### config.mk
export PLATFORM = sky130hd
export DESIGN_NAME = instr_mem
export DESIGN_NICKNAME = d
export VERILOG_FILES = /design/src/rtl/instr_mem.sv
export SDC_FILE = /design/constraint.sdc
export NUM_CORES = 1
export LEC_CHECK = 0
export ABC_AREA = 1
export CORE_ASPECT_RATIO = 1.25
export CORE_UTILIZATION = 35
export DETAILED_ROUTE_END_ITERATION = 6
export GPL_TIMING_DRIVEN = 0
export PLACE_DENSITY_LB_ADDON = 0.12
export REMOVE_ABC_BUFFERS = 1
export SLEW_MARGIN = 20
export SYNTH_ARGS = -nofsm -noshare
export SYNTH_HDL_FRONTEND = slang
export SYNTH_SLANG_ARGS = --single-unit
### constraint.sdc
create_clock -name clk -period 2.8 [get_ports clk]
set_clock_uncertainty 0.15 [all_clocks]
set_input_delay 0.56 -clock clk [delete_from_list [all_inputs] [get_ports clk]]
set_output_delay 0.56 -clock clk [all_outputs]
set_load 0.02 [all_outputs]
### src/rtl/instr_mem.sv
// instr_mem: instruction memory with a one-deep registered fetch response, a program-load write port
// and an out-of-range flag; an out-of-range fetch returns FILL_INSTR.
module instr_mem #(
    parameter int                ADDR_W     = 4,
    parameter int                DATA_W     = 8,
    parameter int                DEPTH      = 2**ADDR_W,
    parameter logic [DATA_W-1:0] FILL_INSTR = DATA_W'(8'b00111000)
) (
    input  logic              clk,
    input  logic              reset,
    input  logic              req_valid,
    input  logic [ADDR_W-1:0] req_addr,
    output logic              req_ready,
    output logic              resp_valid,
    output logic [DATA_W-1:0] resp_instr,
    output logic [ADDR_W-1:0] resp_addr,
    input  logic              resp_ready,
    input  logic              wr_en,
    input  logic [ADDR_W-1:0] wr_addr,
    input  logic [DATA_W-1:0] wr_data,
    output logic              err_oob
);
    // Widened by one bit so that DEPTH == 2**ADDR_W is representable.
    localparam logic [ADDR_W:0] LIMIT = (ADDR_W+1)'(DEPTH);
    logic [DATA_W-1:0] mem [DEPTH];
    logic              fire, req_ok, wr_ok, wr_hit;
    logic [DATA_W-1:0] rd_data;
    assign req_ready = !resp_valid || resp_ready;
    assign fire      = req_valid && req_ready;
    assign req_ok    = {1'b0, req_addr} < LIMIT;
    assign wr_ok     = {1'b0, wr_addr} < LIMIT;
    assign wr_hit    = wr_en && wr_ok && (wr_addr == req_addr);
    // A write landing on the address being fetched is forwarded (write-first).
    assign rd_data   = !req_ok ? FILL_INSTR : (wr_hit ? wr_data : mem[req_addr]);
    always_ff @(posedge clk) begin
        if (reset) begin
            resp_valid <= 1'b0;
            resp_instr <= FILL_INSTR;
            resp_addr  <= '0;
            err_oob    <= 1'b0;
            for (int i = 0; i < DEPTH; i++) mem[ADDR_W'(i)] <= FILL_INSTR;
        end else begin
            if (wr_en && wr_ok) mem[wr_addr] <= wr_data;
            if (fire) begin
                resp_valid <= 1'b1;
                resp_addr  <= req_addr;
                resp_instr <= rd_data;
            end else if (resp_ready) begin
                resp_valid <= 1'b0;
            end
            err_oob <= (fire && !req_ok) || (wr_en && !wr_ok);
        end
    end
endmodule

==> summary.md <==
| Metric | Value |
|---|---|
| Outcome | finished, violations left |
| Failing checks | DRC |
| Critical path, cell by cell | clkdlybuf4s50_1 -> inv_6 -> nand2_4 -> nor3_1 -> inv_1 -> nor2_1 -> inv_1 -> nand2_1 |
| # Max-Cap Violations | 0 |
| CTS root buffer | clkbuf_16 |
| Most frequent cells in the layout | nor2_1 (179), nand2_1 (141), edfxtp_1 (128) |
| Clock power frac | 0.397 |
| Slew HR | 0.445 |
| Number of global-route vias before repair | approximately 5000 |
| Die X | 125 um |
| Via count | 4882 |
| Internal power | between 3 and 4 mW |
| Clock sink count | 141 |
| Post-Synthesis Cell Area | ~0.0066 sq mm |
| WL/cell | between 15 and 20 um |
| Fmax | 0.393 GHz |
| Max-slew violations | 0 |
| Drt first pass iters | 7 |
| Total clock buffers created by CTS | 17 |
| Post-route ant nets | 0 |
| Tightest Hold Check Type | reg2reg |
| Crit-path max cell delay | ~0.54 ns |
| Unique masters post-synth | 27 |
| Layout filler cell count | 1818 |
| Sw Share | 0.244 |
| Initial antenna violation count | 0 |
| RSZ-0062 raised after global routing | false |
| CTS Hold Buffers Added | 0 |
| Period minus WS final | ~2.5 ns |
| Logic pwr share | 0.097 |
| Post-Synthesis Cells | around 720 |
| CTS max path bufs | 2 |
| Maximum vdd drop | ~410 uV |
| DP HPWL | between 10000 and 15000 um |
| Worst-path clk slew | 0.05 ns |
| Pwr per Cell Area | between 600 and 700 mW/mm^2 |
| Flop pwr share | 0.506 |
| Worst Tran Pin Value | just over 0.8 ns |
| Syn_area_per_cell | 9.21 sq um |
| Ant diodes | 0 |
| Slowest-stage cell, CP | clkdlybuf4s50_1 |
| Die height | between 150 and 200 um |
| Crit path DAT | between 2 and 2.5 ns |
| Final net count | 753 |
| Grt total ovfl | 0 |
| First-pass GRT wire length | 26800 um |
| Initial core utilization | 0.361 |
| Synthesized flop and latch total | approximately 140 |
| CTS H-tree lvls | 4 |
| Clock latency at the later pin of the worst-skew pair | around 0.42 ns |
| PortBufs | 34 |
| Final setup vio count | 0 |
| Endpoints failing hold | 0 |
| Core area | 0.0183 sq mm |
| Share of layout cells above drive strength 1 | 0.0523 |
| Crit end category | flip-flop |
| GPL Wtd Cong | roughly 0.79 |
| Switching power | between 1 and 1.5 mW |
| Critical Path RT | between 2 and 3 ns |
| All-Layer GR Usage | 0.187 |
| Post-Route Setup TNS | 0 ns |
| DR iter-0 viols | about 490 |
| # DRC | 9 |
| Most common cell after layout, fill and taps aside | nor2_1 |
| Ports | 36 |
| CTS tree | yes |
| Die area | around 0.019 sq mm |
| Final cycle utilization of the critical path | 0.909 |
| Largest net degree at the start of global routing | 70 |
| LEAKAGE | roughly 2.9 nW |
| WL final | about 17000 um |
| Synth Warn # | 0 |
| Startpoint types | primary input |
| Worst hold slack | 0.314 ns |
| Via/cell ratio | approximately 5 |
| Critical Path Fanout Max | 26 |
| Register area share after synthesis | 0.622 |
| Layout area overhead | 13.9% |
| Num rows | 55 |
| Crit Path Category | in2reg |
| Utilization after layout | 0.411 |
| Most common cell on crit path | inv_1 |
[flip-flops by register name, indices dropped and copies added, names as in the netlist]
signal	count
mem	128
resp_instr	8
resp_valid	1
resp_addr	4
[critical path: cells and delay by family]
family	cells	cell delay (ns)
buf+inv	4	1.10
simple gates	4	0.81
[path summary, 6_finish.rpt]
path                                                  from                    endpoint  slack (ns)  depth (start not counted)
worst max-delay path                                 reset     mem[5][3]$_SDFFCE_PN1P_        0.25                          8
worst min-delay path            resp_instr[4]$_SDFFE_PP1P_  resp_instr[4]$_SDFFE_PP1P_        0.31                          2
worst max register to register     resp_valid$_SDFFE_PP0P_  resp_instr[2]$_SDFFE_PP0P_        1.23                          6
worst min register to register  resp_instr[4]$_SDFFE_PP1P_  resp_instr[4]$_SDFFE_PP1P_        0.31                          2
[cells in the mapped netlist (all sizes together)]
| library cell | number | area, sq um |
|---|---|---|
| o21ai | 61 | 309 |
| inv | 64 | 245 |
| o22ai | 1 | 6.26 |
| buf | 24 | 170 |
| clkbuf | 15 | 58.8 |
| clkinv | 6 | 22.5 |
| a21oi | 13 | 72.6 |
| nor2 | 180 | 678 |
| edfxtp | 128 | 3840 |
| nand2 | 143 | 547 |
| nor3 | 2 | 10.0 |
| dfxtp | 13 | 260 |
| nand3 | 49 | 245 |
| o211ai | 16 | 120 |
| xor2 | 1 | 8.76 |
| conb | 1 | 3.75 |
[power by group through the flow]
| stage | clock network, mW | logic, mW | registers (mW) |
|---|---|---|---|
| finish | 1.93 | 0.469 | 2.45 |
| floorplan | 0 | 0.235 | 2.51 |
| global route | 2.03 | 0.518 | 2.47 |
| global placement | 0 | 0.467 | 2.49 |
| detailed placement | 0 | 0.470 | 2.50 |
| CTS | 1.95 | 0.472 | 2.46 |
[area by class of cell]
class	instances	area, sq um	share of cell area
clock buffer	22	444	0.0591
timing repair buffer	35	363	0.0483
multi-input combinational	467	2000	0.266
sequential	141	4100	0.546
tap	228	285	0.0379
inverter	70	272	0.0361
clock inverter	10	50.0	0.00666
[repair_timing]
| item | 4_1_cts | 5_1_grt |
|---|---|---|
| setup buffers | 0 | 0 |
| setup endpoints to repair | 0 | 40 |
| resized for setup | 0 | 3 |
[metal layers]
metal / track usage / vias to the layer above / wire [um]
met5: 0 / - / 0
met4: 0.110 / 0 / 778
met3: 0.0360 / 35 / 784
met2: 0.330 / 162 / 8360
met1: 0.213 / 2304 / 7210
li1: - / 2381 / -
[stage by stage]
step                instance area, sq um  power [mW]  setup slack [ns]  cells
finish                              7520        4.85             0.255    973
floorplan                           6370        2.74             0.820    678
CTS                                 7510        4.88             0.136    973
global placement                    7000        2.96             -2.17    940
detailed placement                  7020        2.97            -0.301    941
global route                        7520        5.02            0.0337    973
[cell families after synthesis]
group                     Yosys count  share of synthesized area
other                               1                   0.000568
buffers and inverters             109                     0.0752
AOI/OAI and AO/OA                  91                     0.0770
xor gates and xnor gates            1                    0.00133
DFF                               141                      0.622
and+or+nand+nor                   374                      0.224
(Power assumes the default switching activity.)
